$ cat src/rtl/mem_port_arbiter.sv
// Round-robin arbiter sharing one memory-controller port among NUM_REQ requesters.
// One transaction in flight at a time; a watchdog aborts stalled transfers with an error.
module mem_port_arbiter #(
   parameter int unsigned NUM_REQ        = 4,
   parameter int unsigned ADDR_WIDTH     = 32,
   parameter int unsigned DATA_WIDTH     = 64,
   parameter int unsigned TIMEOUT_CYCLES = 1024,
   localparam int unsigned GRANT_W       = $clog2(NUM_REQ)
) (
   input  logic                             sys_clk,
   input  logic                             sys_rst,
   input  logic [NUM_REQ-1:0]               req_valid,
   input  logic [NUM_REQ-1:0]               req_write,
   input  logic [NUM_REQ*ADDR_WIDTH-1:0]    req_addr,
   input  logic [NUM_REQ*DATA_WIDTH-1:0]    req_wdata,
   output logic [NUM_REQ-1:0]               req_ready,
   output logic [DATA_WIDTH-1:0]            req_rdata,
   output logic                             req_err,
   output logic                             mem_valid,
   output logic                             mem_write,
   output logic [ADDR_WIDTH-1:0]            mem_addr,
   output logic [DATA_WIDTH-1:0]            mem_wdata,
   input  logic [DATA_WIDTH-1:0]            mem_rdata,
   input  logic                             mem_ready,
   output logic [GRANT_W-1:0]               grant_id,
   output logic                             busy
);

   localparam int unsigned CNT_W   = (TIMEOUT_CYCLES > 1) ? $clog2(TIMEOUT_CYCLES) : 1;
   localparam int unsigned TO_LAST = (TIMEOUT_CYCLES == 0) ? 0 : TIMEOUT_CYCLES - 1;
   localparam logic [CNT_W-1:0] TO_LAST_C = CNT_W'(TO_LAST);

   typedef enum logic [1:0] {StIdle, StBusy, StResp} state_t;

   state_t                state_q;
   logic [GRANT_W-1:0]    last_q;
   logic [CNT_W-1:0]      cnt_q;

   logic [GRANT_W-1:0]    pick;
   logic                  sel_write;
   logic [ADDR_WIDTH-1:0] sel_addr;
   logic [DATA_WIDTH-1:0] sel_wdata;

   // Search last+1, last+2, ... so the most recent winner has lowest priority.
   always_comb begin
      logic        found;
      int unsigned idx;
      found = 1'b0;
      pick  = '0;
      idx   = 0;
      for (int unsigned k = 1; k <= NUM_REQ; k++) begin
         idx = (32'(last_q) + k) % NUM_REQ;
         if (!found && req_valid[idx]) begin
            found = 1'b1;
            pick  = GRANT_W'(idx);
         end
      end
   end

   always_comb begin
      sel_write = 1'b0;
      sel_addr  = '0;
      sel_wdata = '0;
      for (int unsigned i = 0; i < NUM_REQ; i++) begin
         if (GRANT_W'(i) == pick) begin
            sel_write = req_write[i];
            sel_addr  = req_addr[i*ADDR_WIDTH +: ADDR_WIDTH];
            sel_wdata = req_wdata[i*DATA_WIDTH +: DATA_WIDTH];
         end
      end
   end

   always_ff @(posedge sys_clk or posedge sys_rst) begin
      if (sys_rst) begin
         state_q   <= StIdle;
         last_q    <= GRANT_W'(NUM_REQ - 1);
         cnt_q     <= '0;
         req_ready <= '0;
         req_rdata <= '0;
         req_err   <= 1'b0;
         mem_valid <= 1'b0;
         mem_write <= 1'b0;
         mem_addr  <= '0;
         mem_wdata <= '0;
         grant_id  <= '0;
         busy      <= 1'b0;
      end else begin
         unique case (state_q)
            StIdle: begin
               if (|req_valid) begin
                  grant_id  <= pick;
                  mem_addr  <= sel_addr;
                  mem_wdata <= sel_wdata;
                  mem_write <= sel_write;
                  mem_valid <= 1'b1;
                  busy      <= 1'b1;
                  cnt_q     <= '0;
                  state_q   <= StBusy;
               end
            end
            StBusy: begin
               // A completion on the timeout cycle still counts as a normal completion.
               if (mem_ready) begin
                  req_rdata <= mem_write ? '0 : mem_rdata;
                  mem_valid <= 1'b0;
                  req_ready <= NUM_REQ'(1) << grant_id;
                  req_err   <= 1'b0;
                  state_q   <= StResp;
               end else if (TIMEOUT_CYCLES != 0 && cnt_q == TO_LAST_C) begin
                  req_rdata <= '0;
                  mem_valid <= 1'b0;
                  req_ready <= NUM_REQ'(1) << grant_id;
                  req_err   <= 1'b1;
                  state_q   <= StResp;
               end else begin
                  cnt_q <= cnt_q + 1'b1;
               end
            end
            StResp: begin
               req_ready <= '0;
               req_err   <= 1'b0;
               busy      <= 1'b0;
               last_q    <= grant_id;
               cnt_q     <= '0;
               state_q   <= StIdle;
            end
            default: state_q <= StIdle;
         endcase
      end
   end

endmodule

$ cat config.mk
export PLATFORM = sky130hd
export DESIGN_NAME = mem_port_arbiter
export DESIGN_NICKNAME = d
export VERILOG_FILES = /design/src/rtl/mem_port_arbiter.sv
export SDC_FILE = /design/constraint.sdc
export NUM_CORES = 1
export LEC_CHECK = 0
export ABC_AREA = 0
export CORE_AREA = 5 5 239 241
export CTS_CLUSTER_DIAMETER = 100
export CTS_CLUSTER_SIZE = 20
export DETAILED_ROUTE_END_ITERATION = 8
export DIE_AREA = 0 0 244 246
export MAX_ROUTING_LAYER = met4
export SETUP_SLACK_MARGIN = 0.5
export SYNTH_ARGS = -nofsm -noshare
export SYNTH_HDL_FRONTEND = slang
export SYNTH_SLANG_ARGS = --single-unit
$ cat constraint.sdc
create_clock -name sys_clk -period 11.3 [get_ports sys_clk]
set_clock_uncertainty 0.15 [all_clocks]
set_input_delay 3.39 -clock sys_clk [delete_from_list [all_inputs] [get_ports sys_clk]]
set_output_delay 3.39 -clock sys_clk [all_outputs]
set_load 0.05 [all_outputs]
### After elaboration in Yosys (flattened, before gate mapping)

Index checks and enable logic that the tools add are counted.
Widths: inputs -> output; s select.

| storage, ports and cells | value |
|---|---|
| flip-flop bits (word level) | 184 |
| input port bits | 459 |
| output and inout bits | 170 |
| logic and storage cells | 102 |

| operators by class | value |
|---|---|
| $add $sub $neg | 5 |
| $lt $le $gt $ge | 4 |
| equal/unequal tests | 10 |
| shift operators | 1 |
| mux-type cells | 49 |
| reduce and logical (&&, ||, !) cells | 21 |

Operators by type and width:

| operator | number |
|---|---|
| $mux 64 | 7 |
| $mux 32 | 4 |
| $mux 10 | 3 |
| $pmux 10 s3 | 1 |
| $mux 1 | 16 |
| $mux 2 | 7 |
| $lt 2x3->1 const B | 4 |
| $add 10x1->10 const B | 1 |
| $eq 10x10->1 const B | 1 |
| $reduce_and 2->1 | 5 |
| $bmux 1 s2 | 4 |
| $mux 4 | 2 |
| $pmux 4 s2 | 1 |
| $reduce_bool 2->1 | 4 |
| $ne 2x2->1 const B | 3 |
| $pmux 1 s2 | 3 |
| $add 2x1->2 const B | 2 |
| $add 2x2->2 const B | 2 |
| $eq 2x2->1 const A | 2 |
| $logic_not 2->1 | 2 |
| $pmux 2 s2 | 1 |
| $reduce_and 4->1 | 1 |
| $reduce_or 4->1 | 1 |
| $shl 1x2->4 const A | 1 |
| 8 further kinds | 12 |

### Depth between registers and ports, before layout

| depth | value |
|---|---|
| word-level depth | 18 |
| gate-level depth with buffers | 8 |
| depth with buffers taken out | 6 |

### Least setup slack after synthesis

No wires, ideal clock.

| timing path | value |
|---|---|
| path kind | input -> register |
| from | input port req_valid[2] |
| to | register mem_wdata[10] |
| setup time | 142 ps |
| arrival time | 4649 ps |
| data required time | 11008 ps |
| setup slack | 6358 ps |
| cell stages on the path | 7 |
| path buffers | 3 |
| cells stage by stage | nor4_2 or3_1 or2_1 clkbuf_1 buf_2 buf_2 o221ai_1 |

| on the way | value |
|---|---|
| word-level cells in the longest chain between the ends | 17 |
| elaborated cells on any way between the ends | 31 |
| classes of those cells | 3 x eq/ne; 19 x mux; 9 x reduce/logical |

RTL lines:

| item | line | text |
|---|---|---|
| start, declared | 12 | `input logic [NUM_REQ-1:0] req_valid,` |
| $bmux 1 s2 | 53 | `if (!found && req_valid[idx]) begin` |
| $mux 1 (implied by the code) | 53 |  |
| $mux 1 | 53 |  |
| $logic_not 1->1 | 53 |  |
| $logic_and 1x1->1 | 53 |  |
| $mux 1 | 53 |  |
| $logic_not 1->1 | 53 |  |
| $logic_and 1x1->1 | 53 |  |
| $mux 1 | 53 |  |
| $logic_not 1->1 | 53 |  |
| $logic_and 1x1->1 | 53 |  |
| $mux 2 | 53 |  |
| $logic_not 2->1 | 65 | `if (GRANT_W'(i) == pick) begin` |
| $mux 64 (4 in a row) | 65 |  |
| end signal, assigned | 93 | `mem_wdata <= sel_wdata;` |
| end, declared | 22 | `output logic [DATA_WIDTH-1:0] mem_wdata,` |

Several ways; a longest one is shown, not always the timed one. The select of a mux whose other input is x is not followed.
A chain may end at the register's enable or synchronous reset.

### Worst setup path after layout

| timing path | value |
|---|---|
| from | input port req_valid[3] |
| to | register mem_wdata[60] |

Same word-level chain as after synthesis.

==> reports/results.ini <==
[logic_synthesis]
ys_types=42
netlist_instances=793
synth-seq-cells=184
ys.flop_type=dfrtp_1
syn_nets=1253
yosysTopAreaCellShare=0.4936
yosysSeqAreaShare=0.4993
synth_area_um2=9228
yosysMostFrequentCell=mux2i_1
async_flop_share=1.000
yosys-top-cells-count=195 x mux2i_1, 182 x dfrtp_1, 109 x nand2_1
synth_area_leaders=dfrtp_1 49%, mux2i_1 21%, o221ai_1 9.3%
syn_area_per_cell_um2=11.64
yosysWarningCount=0
synth_edf_count=0
netlist.top_cell.by_area=dfrtp_1

[timing]
hold_viol=0
fin_crit_ns=6.277
worst_pin_slew_ns=1.129
rsz0062_at_grt=false
setup_slack_ns=5.023
slew_viol_final=0
maxSlewHeadroom=0.2476
fmax_mhz=159.3
fin_crit_sh=0.5555
setup-tns-final_ns=0
final-setup-viol-count=0

[setup_path]
crit_fanout=76
worstPathArrival_ns=6.44
r2r_slack_ns=8.20
rr_endpoint=mem_wdata[60]
critPathRequiredTime_ns=11.46
start_kind=input port
cp-end-kind=register
worstRegToRegCells=5
regToRegStartpoint=last_q[1]
endpoint=mem_wdata[60]
worstSetupPathType=in -> reg
crit_start=req_valid[3]

[clocking]
path_clk_slew_ns=0.08
post_cts_resize_count=0
worstSkewPairLatency_ns=0.49
ctsHoldBuffers=0
h-tree-depth=4
numCtsBuffers=17
numClockSinks=184
clock_path_buffers=2
root_buffer=clkbuf_16
post_cts_buffers=0
cts_tree=built

[global_route]
grt_use_total=0.1397
grt_pass1_wl_mm=61.93
grt-ovfl-total=0
grt_pass1_vias=9715
antenna_found_initial=2
grt_max_degree=128

[placement]
port_buffers=628
dp_slack_ns=4.408
dp_hpwl_mm=33.20
place_congestion=0.8383

[run_status]
status=completed

[power]
power.total_w=0.004601
p_leak_nw=7.040
powerDensity_nw_per_um2=273.2
peakVddDrop_mv=0.1337

[flow_run]
maxCapViolCount=0

[hold_path]
hold_start=mem_addr[8]
hold_class=reg -> reg

[floorplanning]
die_area_um2=60020
die_h_um=246
rows=86
core-area_um2=54660
initial_core_util=0.1688
num_io_pins=629
fp.dieW_um=244

[cells_and_area]
synthToLayoutAreaGrowth_pct=82.47
final_nets=1839
filler_cell_count=5601
multi_input_area_um2=4297
ff_latch_area_um2=4607
drive_gt1_frac=0.04454
post-route-util=0.3080

[drt]
first_iter_violations=276
wirelength_mm=42.94
firstDrtPassIters=4
via_per_inst=4.301
final_antenna_net_count=0
route.detailed.drc=0
avgRoutedWirePerCell_um=20.47
vias=9024

worst max-delay path, cell delays in order:
cell and delay (ns):
clkdlybuf4s50_1 0.50, nor4_2 0.53, or3_4 0.53, or2_4 0.42, buf_4 0.75, o221ai_1 0.23
layout make-up:
class                   count  share of cell area
diodes                      2           0.0002972
clock buffers              17             0.02527
clock inverters            15             0.01390
inverters                   4            0.001338
multi-input cells         535              0.2552
flip-flops and latches    184              0.2736
well taps                 704             0.05231
repair buffers            637              0.3781
flip-flops by register name, indices dropped and copies added, names as in the netlist:
register and count:
busy 1, cnt_q 10, grant_id 2, last_q 2, mem_addr 32, mem_valid 1
mem_wdata 64, mem_write 1, req_err 1, req_rdata 64, req_ready 4, state_q 2
how the worst min path moves through the flow:
stage	end	depth (start not counted)	slack [ns]
detailed placement	mem_wdata[7]	2	0.32
global route	mem_addr[31]	2	0.36
CTS	mem_wdata[15]	2	0.34
finish	mem_addr[8]	2	0.34
floorplan	cnt_q[1]	2	0.31
global placement	mem_wdata[59]	2	0.32
where the power goes:
part	switching, W	leakage, nW	internal [W]
clock network	0.000356	0.317	0.000319
logic	0.00177	4.41	0.00102
registers	0.000182	2.32	0.000952
total	0.00231	7.04	0.00229
per-layer routing:
metal / track usage / wire length, µm / vias up
li1: - / - / 4209
met4: 0.04978 / 960 / 0
met1: 0.1548 / 16630 / 4355
met2: 0.2379 / 21880 / 415
met3: 0.04480 / 3469 / 45
met5: - / 0 / -
layout by cell type (no fill, tap or decap), drive strengths merged, types with 2 or more instances in the layout:
| master | synthesis | routed |
|---|---|---|
| clkdlybuf4s50 | 0 | 628 |
| mux2i | 195 | 195 |
| dfrtp | 182 | 182 |
| nand2 | 109 | 109 |
| o221ai | 98 | 98 |
| a22o | 64 | 64 |
| clkbuf | 40 | 17 |
| inv | 4 | 16 |
| nor2 | 13 | 13 |
| buf | 30 | 9 |
| xor2 | 7 | 7 |
| a31o | 5 | 5 |
| a21oi | 4 | 4 |
| o21ai | 4 | 4 |
| mux2 | 3 | 3 |
| clkinv | 0 | 3 |
| nor3 | 3 | 3 |
| diode | 0 | 2 |
| and4 | 2 | 2 |
| nand4 | 2 | 2 |
| o211ai | 2 | 2 |
| o2111ai | 2 | 2 |
| nand2b | 2 | 2 |
| nor2b | 2 | 2 |
| nor3b | 2 | 2 |
| dfstp | 2 | 2 |
| and2 | 2 | 2 |
| or3 | 2 | 2 |
logic make-up (layout without fill, tap and decap cells):
group / Yosys count / count (layout) / share of synthesized area
flops: 184 / 184 / 0.4993
simple gates: 145 / 145 / 0.06725
buf+inv: 74 / 673 / 0.03756
mux: 198 / 198 / 0.2152
xor+xnor: 7 / 7 / 0.006644
compound gates: 184 / 184 / 0.1727
other cells: 0 / 2 / 0
fa+ha+maj: 1 / 1 / 0.001356
metrics by stage:
step           cell area (µm²)  hold slack [ns]  std cells
2_1_floorplan             9228           0.3071        793
3_3_place_gp             16170           0.3187       2064
3_5_place_dp             16170           0.3225       2064
4_1_cts                  16830           0.3423       2096
5_1_grt                  16840           0.3605       2098
6_report                 16840           0.3396       2098
No activity file was read; power rests on OpenSTA's default activity.
==> RTL change 1, RTL diff (same flow settings) <==
Put one more register stage on the output `req_err`, with the module's reset. The value now appears one clock later. The other outputs are not delayed to match.
--- a/src/rtl/mem_port_arbiter.sv
+++ b/src/rtl/mem_port_arbiter.sv
@@ -33,2 +33,4 @@
    typedef enum logic [1:0] {StIdle, StBusy, StResp} state_t;
+
+   logic req_err_s0;
 
@@ -79,3 +81,3 @@
          req_rdata <= '0;
-         req_err   <= 1'b0;
+         req_err_s0 <= 1'b0;
          mem_valid <= 1'b0;
@@ -106,3 +108,3 @@
                   req_ready <= NUM_REQ'(1) << grant_id;
-                  req_err   <= 1'b0;
+                  req_err_s0 <= 1'b0;
                   state_q   <= StResp;
@@ -112,3 +114,3 @@
                   req_ready <= NUM_REQ'(1) << grant_id;
-                  req_err   <= 1'b1;
+                  req_err_s0 <= 1'b1;
                   state_q   <= StResp;
@@ -120,3 +122,3 @@
                req_ready <= '0;
-               req_err   <= 1'b0;
+               req_err_s0 <= 1'b0;
                busy      <= 1'b0;
@@ -131,2 +133,10 @@
 
+   always_ff @(posedge sys_clk or posedge sys_rst) begin
+      if (sys_rst) begin
+         req_err <= '0;
+      end else begin
+         req_err <= req_err_s0;
+      end
+   end
+
 endmodule
Function: not settled (the Yosys comparison gave no result); the edit may change what the design does.
==> RTL change 1 against the original RTL <==
- setup slack gained 120 ps
- synthesized area increased by 0.15%
- count of clock-buffer cells in the layout is 3 higher
- clock power shrank 8.4%
- sequential cell count is 1 higher
- total power increased by 2.7%
- cell area decreased by 0.69%
- routed wire length up 11%
==> RTL change 1: results (changes against the original RTL) <==
The flow ran to the end, and the final reports show no timing, DRC or antenna violations. For the reg-to-reg setup timing slack, the log shows 8160 ps (-40 ps). By area the synthesized netlist is led by sky130_fd_sc_hd__dfrtp_1, sky130_fd_sc_hd__mux2i_1, sky130_fd_sc_hd__o221ai_1. The layout cell share with drive strength beyond 1 was 0.0395 (-0.00500). The slew at the pin with the worst max-slew slack works out to 1120 ps (-13.3 ps). The kind of cell with the highest combined delay on the critical path is buffers and inverters. The xor and xnor fraction of the mapped netlist area is 0.00758 (+0.000938). Capture point of the worst reg-to-reg path: mem_wdata[13]$_DFFE_PP0P_. The biggest fanout along the worst timing path was 53 (-30%). The pin count of the biggest net entering global routing was 98 (-23%). The number of vias per cell after detailed routing is 4.39 (+2.1%).

Final non-filler cell total: 2106 (+0.38%). The worst hold path terminates at req_err$_DFF_PP0_. The multiplexer area fraction after synthesis is 0.180 (-0.0348), and the number of buffers created by CTS is 17 (unchanged). The post-detailed-routing wire length came out at 47500 microns (+11%). The arithmetic-cell share of the synthesized area counting full adders, half adders and majority gates was 0.00135 (-0.00000202). Buffer levels on the longest clock path: 2 (unchanged). Arrival time of the worst setup path: 6350 ps (-90 ps). The wire length of the first global-routing pass came out at 67200 microns (+8.5%). The final-stage net count came out at 1841 (+0.11%).

The startpoint identified for the worst hold timing path is req_err_s0$_DFFE_PP0P_. The logs give 0.131 (-0.016) for the fraction of power consumed by the clock network and 16 (+14) for the initial antenna violation count. The run gives 503 (+82%) as the violation count after the first detailed-routing iteration.

The most critical setup path has its endpoint at mem_wdata[41]$_DFFE_PP0P_. The post-synthesis instance total is 794 (+0.13%), and the leakage dissipation is 6.93 nW (-1.6%). HPWL reported at the end of detailed placement: 36900 microns (+11%).

The combinational-cell power consumption is 2.93 mW (+5%), and the number of sinks handled by clock tree synthesis is 185 (+0.54%). The post-synth net total is 1254 (+0.080%), and the count of filler cells inserted in the layout is 5686 (+1.5%). For the switching power, the log shows 2.35 mW (+1.8%). The commonest cells after synthesis are sky130_fd_sc_hd__dfrtp_1, sky130_fd_sc_hd__mux2i_1, sky130_fd_sc_hd__nand2_1, sky130_fd_sc_hd__o221ai_1, sky130_fd_sc_hd__a22o_1. Number of cells on the worst reg-to-reg path: 5 (unchanged). The detailed-router iteration count before antenna repair was 7 (+3); the compound-cell area share of the yosys netlist was 0.196 (+0.0230). The global routing usage summed across all routing layers came out at 0.155 (+0.0156). The worst hold path stage count is 0 (-2). The count of different cell masters after synthesis was 47 (+12%).
RTL change 1: stage by stage:
step	area (sq um)	power, mW	hold slack (ps)	setup WS (ps)
floorplan	9240	3.07	203	2730
global placement	16100	4.12	215	4600
detailed placement	16100	4.15	216	4580
CTS	16700	4.81	227	5080
global route	16700	4.97	253	4840
finish	16700	4.73	226	5150
RTL change 1: metal layers:
layer | vias to the layer above | GRT usage | wire length (microns)
met1 | 4503 | 0.170 | 18400
met3 | 36 | 0.0661 | 4330
met2 | 460 | 0.260 | 23900
met5 | - | - | 0
li1 | 4254 | - | -
met4 | 0 | 0.0458 | 781
RTL change 1: cell type report:
cell class,count,area [sq um],area share
Antenna cell,11,27.5,0.00165
Sequential cell,185,4630,0.277
Clock inverter,9,120,0.00718
Tap cell,704,881,0.0527
Multi-Input combinational cell,530,4200,0.251
Inverter,8,37.5,0.00224
Timing Repair Buffer,639,6380,0.382
Clock buffer,20,447,0.0267
==> RTL change 2, RTL diff (same flow settings) <==
Without the edit above. Change the parameter `TIMEOUT_CYCLES` from 1024 to 2048.
--- a/src/rtl/mem_port_arbiter.sv
+++ b/src/rtl/mem_port_arbiter.sv
@@ -6,3 +6,3 @@
    parameter int unsigned DATA_WIDTH     = 64,
-   parameter int unsigned TIMEOUT_CYCLES = 1024,
+   parameter int unsigned TIMEOUT_CYCLES = 2048,
    localparam int unsigned GRANT_W       = $clog2(NUM_REQ)
Check against the original RTL: not settled (the Yosys comparison gave no result); the edit may change what the design does.
==> RTL change 2 against the original RTL <==
- sequential cell count rose by 1
- non-clock buffer count did not move
- setup slack got worse by 310 ps
- largest power group unchanged
- total power fell by 3.0%
- first-iteration DRC count rose by 78%
- cell area fell by 0.83%
- routed wire length rose by 10%
- largest cell class unchanged
- die area did not move
- highest routed layer unchanged
- sequential share of layout area rose by 0.38 points
- synthesized area fell by 1.4%
==> RTL change 2: results (changes against the original RTL) <==
The post-detailed-placement cell area was 16000 sq um (-0.77%). The layout cell share with drive strength beyond 1 is 0.0873 (+0.0427). The cell with the largest stage delay on the worst path was sky130_fd_sc_hd__a21oi_4. For the HPWL reported at the end of detailed placement, the log shows 36000 microns (+8.3%).

In the synthesized netlist, the cells that appear most often are sky130_fd_sc_hd__dfrtp_1, sky130_fd_sc_hd__nand2_1, sky130_fd_sc_hd__o22ai_1, sky130_fd_sc_hd__a31oi_1, sky130_fd_sc_hd__mux2_2. The number of vias per cell after detailed routing is 4.51 (+4.8%). The final RePlAce weighted congestion is 0.914 (+9.1%), and the leakage dissipation is 6.56 nW (-6.8%).

The number of global-route vias before repair is 10500 (+7.8%). The slew at the pin with the worst max-slew slack came out at 1250 ps (+123 ps). The biggest fanout along the worst timing path works out to 44 (-42%). Count of filler cells inserted in the layout: 5663 (+1.1%).

The wire length of the first global-routing pass was 67800 microns (+9.4%). For the count of instances resized after the clock tree is built, the log shows 0 (unchanged). On the critical path the largest part of the delay comes from buffers and inverters. The pin count of the biggest net entering global routing is 168 (+31%).

The final-stage net count was 1914 (+4.1%); the global routing usage summed across all routing layers was 0.155 (+0.0149). The logs give 1333 (+6.4%) for the post-synth net total and 0.000139 V (+3.7%) for the worst IR drop on VDD. Violation count after the first detailed-routing iteration: 492 (+78%). The flow ran to the end, and the final reports show no timing, DRC or antenna violations. The run gives 11490 ps (+30 ps) as the required time reported for the critical path endpoint.

The average cell area after synthesis works out to 10.4 sq um (-10%). Sorting the synthesized cells by area gives the leading types as sky130_fd_sc_hd__dfrtp_1, sky130_fd_sc_hd__mux2_2, sky130_fd_sc_hd__nand2_1. The tools report the initial antenna violation count as 8 (+6).

The worst-case setup slack after placement was 4150 ps (-261 ps). The detailed-router iteration count before antenna repair was 8 (+4). The sequential-to-total area share from yosys stat is 0.509 (+0.00982). The longest individual stage delay on the worst path came out at 1040 ps (+290 ps).

The number of buffers inserted by post-CTS setup repair was 0 (unchanged).
## RTL change 2: cells by family after synthesis
family                   after synthesis  synth area share
AO/OA/AOI/OAI                        297             0.232
XOR/XNOR                               5           0.00481
adder cells (fa/ha/maj)                1           0.00137
buffers and inverters                 84            0.0430
flip-flops                           185             0.509
multiplexers                          96             0.116
AND/OR/NAND/NOR                      205            0.0942
## RTL change 2: final timing paths
kind | from | end | slack (ps) | cells past startpoint
max | req_valid[3] | mem_wdata[2]$_DFFE_PP0P_ | 4710 | 6
min | busy$_DFFE_PP0P_ | busy$_DFFE_PP0P_ | 340 | 2
max reg2reg | state_q[0]$_DFFE_PP0P_ | mem_wdata[2]$_DFFE_PP0P_ | 7500 | 5
min reg2reg | busy$_DFFE_PP0P_ | busy$_DFFE_PP0P_ | 340 | 2
max in group asynchronous | sys_rst | mem_wdata[35]$_DFFE_PP0P_ | 6220 | 3
min in group asynchronous | sys_rst | mem_wdata[26]$_DFFE_PP0P_ | 3320 | 2
## RTL change 2: area by class of cell
| class | count | area [sq um] | area share |
|---|---|---|---|
| timing repair buffer | 637 | 6370 | 0.381 |
| sequential | 185 | 4630 | 0.277 |
| multi-input combinational | 604 | 4130 | 0.247 |
| tap | 704 | 881 | 0.0528 |
| clock buffer | 17 | 425 | 0.0255 |
| clock inverter | 15 | 209 | 0.0125 |
| inverter | 9 | 41.3 | 0.00247 |
| antenna | 6 | 15.0 | 0.000899 |
## RTL change 2: power by group
part	internal, mW	total [mW]	switching (mW)
registers	0.934	1.12	0.187
logic	0.976	2.68	1.71
clock network	0.307	0.658	0.351
## RTL change 2: per-layer routing
layer  up-vias  GRT usage  wire length (microns)
met5         -          -                      0
met4         0     0.0531                   1030
met3        60     0.0559                   4230
met2       529      0.249                  23000
met1      4747      0.180                  18900
li1       4479          -                      -
